===== config.mk =====
export PLATFORM = sky130hd
export DESIGN_NAME = gauss_filter_ctrl
export DESIGN_NICKNAME = d
export VERILOG_FILES = /design/src/rtl/gauss_filter_ctrl.sv
export SDC_FILE = /design/constraint.sdc
export NUM_CORES = 1
export LEC_CHECK = 0
export ABC_AREA = 1
export ABC_CLOCK_PERIOD_IN_PS = 1350
export CAP_MARGIN = 20
export CELL_PAD_IN_SITES_DETAIL_PLACEMENT = 1
export CELL_PAD_IN_SITES_GLOBAL_PLACEMENT = 2
export CORE_MARGIN = 2
export CORE_UTILIZATION = 31
export DETAILED_ROUTE_END_ITERATION = 6
export DONT_BUFFER_PORTS = 1
export PLACE_DENSITY_LB_ADDON = 0.1
export SYNTH_ARGS = -nofsm -noshare
export SYNTH_HDL_FRONTEND = slang
export SYNTH_SLANG_ARGS = --single-unit

===== constraint.sdc =====
create_clock -name clk -period 1.35 [get_ports clk]
set_clock_uncertainty 0.15 [all_clocks]
set_input_delay 0.135 -clock clk [delete_from_list [all_inputs] [get_ports clk]]
set_output_delay 0.135 -clock clk [all_outputs]
set_load 0.02 [all_outputs]

===== src/rtl/gauss_filter_ctrl.sv =====
// rtl/gauss_filter_ctrl.sv - Gaussian filter tap loader and bit upsampler with post-packet flush
module gauss_filter_ctrl #(
   parameter int SAMPLE_PER_SYMBOL = 8,
   parameter int FLUSH_SAMPLES = 8,
   parameter int GAUSS_FILTER_BIT_WIDTH = 6,
   parameter logic [9*GAUSS_FILTER_BIT_WIDTH-1:0] TAP_TABLE =
      {6'd4, 6'd4, 6'd3, 6'd2, 6'd1, 6'd1, 6'd0, 6'd0, 6'd0}
) (
   input  logic                                     clk,
   input  logic                                     rst,
   input  logic                                     cfg_reload,
   output logic                                     cfg_busy,
   input  logic                                     bit_in,
   input  logic                                     bit_in_valid,
   input  logic                                     bit_in_last,
   output logic                                     bit_in_ready,
   output logic [3:0]                               tap_index,
   output logic signed [GAUSS_FILTER_BIT_WIDTH-1:0] tap_value,
   output logic                                     bit_upsample,
   output logic                                     bit_upsample_valid,
   output logic                                     bit_upsample_valid_last
);

   typedef enum logic [1:0] {LOAD, IDLE, STREAM, FLUSH} state_t;

   localparam logic [4:0] SPS_LAST = 5'(SAMPLE_PER_SYMBOL - 1);
   localparam logic [4:0] FL_LAST  = 5'(FLUSH_SAMPLES - 1);

   state_t     state, state_n;
   logic       armed;
   logic [3:0] load_idx, load_idx_n;
   logic [4:0] cnt, cnt_n;
   logic       pkt_active, pkt_active_n;
   logic       cur_last, cur_last_n;
   logic       up_bit_n, up_valid_n, up_last_n;
   logic       accept;
   logic [GAUSS_FILTER_BIT_WIDTH-1:0] taps [0:8];

   for (genvar g = 0; g < 9; g++) begin : g_tap
      assign taps[g] = TAP_TABLE[g*GAUSS_FILTER_BIT_WIDTH +: GAUSS_FILTER_BIT_WIDTH];
   end

   // armed holds everything quiet for the cycle after reset so LOAD k=0 lands right after release
   always_comb begin
      state_n      = state;
      load_idx_n   = load_idx;
      cnt_n        = cnt;
      pkt_active_n = pkt_active;
      cur_last_n   = cur_last;
      up_bit_n     = bit_upsample;
      up_valid_n   = 1'b0;
      up_last_n    = 1'b0;
      bit_in_ready = 1'b0;
      cfg_busy     = 1'b0;
      tap_index    = 4'hF;
      tap_value    = '0;
      if (armed) begin
         case (state)
            LOAD: begin
               cfg_busy  = 1'b1;
               tap_index = load_idx;
               tap_value = taps[load_idx];
               if (load_idx == 4'd8) begin
                  state_n    = IDLE;
                  load_idx_n = '0;
               end else begin
                  load_idx_n = load_idx + 4'd1;
               end
            end
            IDLE: begin
               bit_in_ready = pkt_active | ~cfg_reload;
               if (!pkt_active && cfg_reload) begin
                  state_n    = LOAD;
                  load_idx_n = '0;
               end
            end
            STREAM: begin
               if (cnt != SPS_LAST) begin
                  cnt_n      = cnt + 5'd1;
                  up_valid_n = 1'b1;
               end else if (cur_last) begin
                  state_n    = FLUSH;
                  cnt_n      = '0;
                  up_valid_n = 1'b1;
                  up_last_n  = (FL_LAST == 5'd0);
               end else begin
                  bit_in_ready = 1'b1;
                  state_n      = IDLE;
               end
            end
            FLUSH: begin
               if (cnt != FL_LAST) begin
                  cnt_n      = cnt + 5'd1;
                  up_valid_n = 1'b1;
                  up_last_n  = (cnt + 5'd1 == FL_LAST);
               end else begin
                  state_n      = IDLE;
                  pkt_active_n = 1'b0;
               end
            end
            default: state_n = IDLE;
         endcase
      end
      accept = bit_in_valid & bit_in_ready;
      if (accept) begin
         state_n      = STREAM;
         cnt_n        = '0;
         cur_last_n   = bit_in_last;
         pkt_active_n = 1'b1;
         up_bit_n     = bit_in;
         up_valid_n   = 1'b1;
         up_last_n    = 1'b0;
      end
   end

   always_ff @(posedge clk) begin
      if (!rst) begin
         state                   <= LOAD;
         armed                   <= 1'b0;
         load_idx                <= '0;
         cnt                     <= '0;
         pkt_active              <= 1'b0;
         cur_last                <= 1'b0;
         bit_upsample            <= 1'b0;
         bit_upsample_valid      <= 1'b0;
         bit_upsample_valid_last <= 1'b0;
      end else begin
         state                   <= state_n;
         armed                   <= 1'b1;
         load_idx                <= load_idx_n;
         cnt                     <= cnt_n;
         pkt_active              <= pkt_active_n;
         cur_last                <= cur_last_n;
         bit_upsample            <= up_bit_n;
         bit_upsample_valid      <= up_valid_n;
         bit_upsample_valid_last <= up_last_n;
      end
   end

endmodule


==> results.toml, run 1 <==
[synth]
syn_avg_cell_area_um2 = 7.11
yosysSeqAreaShare_pct = 29.6
synthesis.area_mm2 = 0.00115
ys_warn_count = 0
synth_cell_types = 27
ys_ff_latch = 17
synthCells = 162

[finish]
insertedDiodeCount = 0
syn_to_final_growth_pct = 65.5
fin_nets = 221
postLayoutCoreUtil_pct = 52.8
stdcell_count = 252
drive_gt1_share_pct = 52.0
fillers = 435

[routing]
viasPerCell = 4.58
first_pass_iters = 4
drtIter0Drc = 22
vias = 1155
drc = 0
postRouteAntennaNets = 0
wire_per_inst_um = 14.2
finalWirelength_um = 3580

[power_and_ir_drop]
power_frac_clock_pct = 33.5
ir_worst_vdd_v = 0.000423
power.switching_uw = 356
p_comb_share_pct = 22.3
seqPwrFrac_pct = 44.2
intPower_uw = 824
p_per_area_mw_per_mm2 = 620
p_leak_nw = 0.822
p_sw_share_pct = 30.2

[worst_setup_path]
end_kind = "primary output"
critPathBufInv = 4
crit_arrival_ns = 1.42
cp_max_fo = 3
cp-start-kind = "flop"
crit_slowest_cell = "dfxtp_4"
path_cells = "inv_4 -> ha_4 -> inv_4 -> nor2_4 -> nand3_4 -> buf_6 -> a21oi_4 -> buf_6"
required_ns = 1.07
cpPeakStageDelay_ns = 0.36
crit_family = "buffers and inverters"
worstSetupPathType = "reg2out"

[floorplan]
die_h_um = 64.9
design.die.area_mm2 = 0.00422
initial_core_util_pct = 31.9
core_mm2 = 0.00361
fp.dieW_um = 64.9
io_pins = 21
core.rowCount = 22

[sta]
finalHoldViolCount = 0
tightest_slew_ns = 0.546
whs_ns = 0.147
relSlewSlack_pct = 63.5
rsz0062_at_grt = "true"
post-route-period-util_pct = 127
report.final.slew_viol_count = 0
finalCriticalPeriod_ns = 1.71
worst_slack_ns = -0.359
max_freq_mhz = 585
setup_viol_count_final = 25

[clock_network]
cts_sinks = 17
worstSkewPairLatency_ns = 0.26
cts.clk_slew.worst_paths_ns = 0.07
cts_root_buf = "clkbuf_8"
cts_htree_levels = 1
cts_tree = "done"
cts.path.max_buffers = 2
cts_buffers = 3

[run_status]
violations = "setup timing"
status = "finished, violations left"

[grt]
grt_pass1_wl_um = 5800
grt_overflow_total = 0
grt_max_degree = 11
antenna_found_initial = 0
first_global_vias = 1221
grt_usage_pct = 18.2

[place]
gp_congestion = 0.773
numPortBuffers = 0
pre_cts_slack_ns = -0.241
dp_hpwl_um = 2500
place_inst = 229

[min_path]
hp-class = "in2reg"

[flow_run]
drv_cap = 0
==> cell usage in the layout (no fill, tap or decap), types with 3 or more instances in the layout <==
cell,netlist,routed
nand2_2,4,10
dfxtp_1,17,11
nor2_1,16,13
nand3_1,13,11
inv_1,22,19
nor2_4,0,6
buf_4,4,27
a21oi_1,8,4
nand2_8,0,5
nand2_1,35,23
nand4_1,3,3
clkbuf_8,0,3
conb_1,1,3
dfxtp_2,0,4
ha_4,0,5
a21oi_2,1,4
ha_1,10,3
dlygate4sd3_1,0,4
inv_2,5,4
buf_6,0,8
nand2_4,3,4
==> through the flow <==
| step | TNS [ns] | cell area [um2] | total power [mW] |
|---|---|---|---|
| 2_1_floorplan | -0.484 | 1260 | 0.658 |
| 3_5_place_dp | -3.01 | 1450 | 0.710 |
| 6_report | -6.54 | 1910 | 1.18 |
| 4_1_cts | -5.75 | 1740 | 1.17 |
| 3_3_place_gp | -2.99 | 1450 | 0.704 |
| 5_1_grt | -8.24 | 1910 | 1.23 |
==> worst register-to-register path: stages, from the launching register on <==
cell	delay, ns
dfxtp_4	0.36
buf_4	0.14
ha_4	0.17
buf_4	0.14
a21oi_4	0.22
nand3_2	0.11
nand2_1	0.10
nand3_2	0.07
nand2_1	0.07
inv_1	0.04
==> layout make-up <==
cell class,instances,area (um2),share of cell area [%]
tap,48,60.1,3.15
timing repair buffer,40,353,18.5
clock inverter,1,5.00,0.263
clock buffer,3,41.3,2.17
inverter,28,124,6.50
sequential,17,353,18.5
multi-input combinational,115,970,50.9
==> cells in the mapped netlist, drive strengths merged <==
cell | number | area, um2
xor2 | 2 | 17.5
clkinv | 1 | 5.00
nor2 | 21 | 91.3
nand3 | 15 | 92.6
nor3 | 2 | 15.0
a211oi | 1 | 7.51
dfxtp | 17 | 340
conb | 1 | 3.75
o31ai | 1 | 7.51
ha | 10 | 125
a21oi | 10 | 65.1
inv | 27 | 101
nand2 | 42 | 190
o21ai | 5 | 40.0
buf | 4 | 30.0
nand4 | 3 | 18.8
==> power groups by stage <==
stage          Combinational (mW)  Sequential [mW]  Clock (mW)
2_1_floorplan               0.124            0.535           0
3_3_place_gp                0.172            0.532           0
3_5_place_dp                0.177            0.533           0
4_1_cts                     0.241            0.520       0.413
5_1_grt                     0.284            0.523       0.427
6_report                    0.263            0.522       0.395
==> worst paths after layout <==
path | start | endpoint | slack, ns | cells past startpoint
hold reg to reg | pkt_active | pkt_active | 0.34 | 2
hold / removal | cfg_reload | state[0] | 0.15 | 4
setup reg to reg | state[0] | state[1] | -0.32 | 9
setup / recovery | state[0] | bit_in_ready | -0.36 | 8
==> routing by layer <==
| layer | wire length (um) | vias up | global-route usage, % |
|---|---|---|---|
| li1 | - | 589 | - |
| met1 | 1480 | 540 | 20.9 |
| met2 | 1930 | 18 | 32.6 |
| met3 | 95 | 8 | 4.34 |
| met4 | 74 | 0 | 6.65 |
| met5 | 0 | - | 0 |
==> registers in the layout (all words and copies together) (netlist names) <==
| register | flops |
|---|---|
| cnt | 5 |
| bit_upsample | 1 |
| armed | 1 |
| state | 2 |
| bit_upsample_valid_last | 1 |
| pkt_active | 1 |
| bit_upsample_valid | 1 |
| load_idx | 4 |
| cur_last | 1 |
==> logic make-up (layout without fill, tap and decap cells) <==
logic type               count (synthesis)  after routing  share of synthesized area (%)
AO/OA/AOI/OAI                           17             17                           10.4
XOR/XNOR                                 2              2                           1.52
adder cells (fa/ha/maj)                 10             10                           10.9
buffers and inverters                   32             72                           11.8
flip-flops                              17             17                           29.6
other                                    1              3                          0.326
AND/OR/NAND/NOR                         83             83                           35.4
==> repair_timing <==
item / in CTS / in global routing
hold buffers: 4 / 0
hold endpoints to repair: 17 / 0
resized for setup: 34 / 24
pin swaps: 13 / 12
buffers inserted: 7 / 8
setup endpoints to repair: 25 / 25
Note: power is estimated with default switching activity, not from simulation.
==> run 2, diff against run 1 <==
--- a/config.mk
+++ b/config.mk
@@ -6,12 +6,12 @@
 export NUM_CORES = 1
 export LEC_CHECK = 0
 export ABC_AREA = 1
-export ABC_CLOCK_PERIOD_IN_PS = 1350
+export ABC_CLOCK_PERIOD_IN_PS = 1700
 export CAP_MARGIN = 20
 export CELL_PAD_IN_SITES_DETAIL_PLACEMENT = 1
 export CELL_PAD_IN_SITES_GLOBAL_PLACEMENT = 2
 export CORE_MARGIN = 2
-export CORE_UTILIZATION = 31
+export CORE_UTILIZATION = 34
 export DETAILED_ROUTE_END_ITERATION = 6
 export DONT_BUFFER_PORTS = 1
 export PLACE_DENSITY_LB_ADDON = 0.1
==> constraint.sdc (replaced) <==
create_clock -name clk -period 1.7 [get_ports clk]
set_clock_uncertainty 0.15 [all_clocks]
set_input_delay 0.17 -clock clk [delete_from_list [all_inputs] [get_ports clk]]
set_output_delay 0.17 -clock clk [all_outputs]
set_load 0.02 [all_outputs]
==> run 2 against run 1 <==
Sequential power down 20%. Largest power group unchanged. The flow now finishes without violations. Clock-buffer cell count unchanged. Die area down 8.3%. Sequential cell count unchanged. Cell count down 7.9%. Hold slack worse by 0.035 ns. Critical endpoint unchanged. Utilization down 5.7 points. Combinational power down 48%. Clock power down 42%.
==> results.toml, run 2 (synthesized netlist as in run 1, its figures left out) <==
[finish]
regMostFlops = "cnt"
final_cell_mix = "nand2_1 (30), buf_4 (17), inv_1 (15)"
largestRegisters = "cnt x5, load_idx x4, state x2"
insertedDiodeCount = 0
final_area_mm2 = 0.00155
fillers = 425
largest_register_ffs = 5
fin_nets = 203
stdcell_count = 232
drive_gt1_share_pct = 40.9
layout_commonest_cell = "nand2_1"
syn_to_final_growth_pct = 34.5

[clock_network]
cts.clk_slew.worst_paths_ns = 0.10
cts_htree_levels = 1
cts_root_buf = "clkbuf_4"
worstSkewPairLatency_ns = 0.30
cts_tree = "done"
cts.path.max_buffers = 2
cts_sinks = 17
cts_buffers = 3

[run_status]
status = "completed"

[worst_setup_path]
cp-start-kind = "flop"
r2r-start = "state[0]"
r2r-end = "bit_upsample_valid_last"
crit_arrival_ns = 1.37
worstSetupPathType = "reg2out"
cp_max_fo = 2
end_kind = "primary output"
worstSetupEndpoint = "bit_in_ready"
r2r_setup_slack_ns = 0.10
rr_worst_depth = 10
worstSetupStartpoint = "state[0]"
required_ns = 1.38

[routing]
wl_met1_um = 1390
finalWirelength_um = 2970
top_layer_used = "met4"
drc = 0
met2_wirelength_um = 1460
wire_per_inst_um = 12.8
drtIter0Drc = 16
first_pass_iters = 4
postRouteAntennaNets = 0
vias = 1067
viasPerCell = 4.60
routed-wl-met3_um = 90

[sta]
report.final.slew_viol_count = 0
post-route-period-util_pct = 99.1
setup_viol_count_final = 0
rsz0062_at_grt = "true"
finalCriticalPeriod_ns = 1.69
tns_ns = 0
finalHoldViolCount = 0
max_freq_mhz = 593

[grt]
grt_pass1_wl_um = 5010
antenna_found_initial = 0
grt_overflow_total = 0
grt_max_degree = 12
grt_usage_pct = 16.3
first_global_vias = 1057

[floorplan]
io_pins = 21
core_mm2 = 0.00328
design.die.area_mm2 = 0.00387
core.rowCount = 21
initial_core_util_pct = 35.0
fp.dieW_um = 62.2
die_h_um = 62.2

[place]
gp_congestion = 0.744
dpl_cell_area_mm2 = 0.00125
dp_hpwl_um = 2240
place_inst = 213
numPortBuffers = 0

[flow_run]
drv_cap = 0

[min_path]
hold_path_startpoint = "cfg_reload"
hp-class = "in2reg"

[power_and_ir_drop]
ir_worst_vdd_v = 0.000318
p_per_area_mw_per_mm2 = 504
p_leak_nw = 0.679
run 2: changes by cell type in the layout (fill, tap and decap cells not counted), moves of 4 or more:
| cell | delta |
|---|---|
| buf_4 | -10 |
| buf_6 | -7 |
| inv_1 | -4 |
| inv_4 | +4 |
| nand2_1 | +7 |
| nand2_8 | -5 |
| nor2_2 | +4 |
| nor2_4 | -5 |
run 2: timing repair:
action / in CTS / in global routing
hold endpoints to repair: 17 / 0
buffers inserted: 9 / 2
endpoints found under the setup margin: 9 / 13
pin swaps: 2 / 7
resized for setup: 27 / 19
hold buffers: 4 / 0
run 2: power breakdown:
part	internal (mW)	switching, mW
Sequential	0.402	0.0129
Clock	0.0895	0.139
Combinational	0.0511	0.0849
run 2: metal layers:
| metal | global-route usage, % | vias to the layer above |
|---|---|---|
| li1 | - | 554 |
| met1 | 20.7 | 495 |
| met2 | 28.1 | 16 |
| met3 | 4.35 | 2 |
| met4 | 2.50 | 0 |
| met5 | 0 | - |
run 2: worst max-delay path, stage by stage, from the launching register on:
cell and delay [ns]:
dfxtp_4 0.37, inv_4 0.07, ha_4 0.14, inv_4 0.04
nor2_4 0.09, nand3_2 0.08, a21oi_2 0.15, buf_6 0.13
run 2: stage by stage:
step / total power [mW] / setup slack (ns) / util, % / hold slack (ns)
after floorplan: 0.509 / -0.0372 / - / 0.0477
after global placement: 0.527 / 0.121 / 38.0 / 0.0487
after detailed placement: 0.530 / 0.0842 / 38.0 / 0.0488
after CTS: 0.793 / -0.0541 / 44.7 / 0.0782
after global routing: 0.832 / -0.0611 / 47.1 / 0.131
final: 0.780 / 0.0148 / 47.1 / 0.111
run 2: worst min path at each step:
stage	endpoint	depth (start not counted)
floorplan	armed	0
CTS	state[0]	4
global placement	armed	0
global route	state[0]	4
detailed placement	armed	0
finish	state[0]	4
run 2: final cells by class:
| cell class | instances | area, um2 | share of cell area (%) |
|---|---|---|---|
| Clock inverter | 1 | 7.51 | 0.485 |
| Sequential cell | 17 | 358 | 23.1 |
| Multi-Input combinational cell | 115 | 803 | 51.9 |
| Clock buffer | 3 | 22.5 | 1.46 |
| Inverter | 28 | 120 | 7.76 |
| Timing Repair Buffer | 22 | 179 | 11.6 |
| Tap cell | 46 | 57.6 | 3.72 |
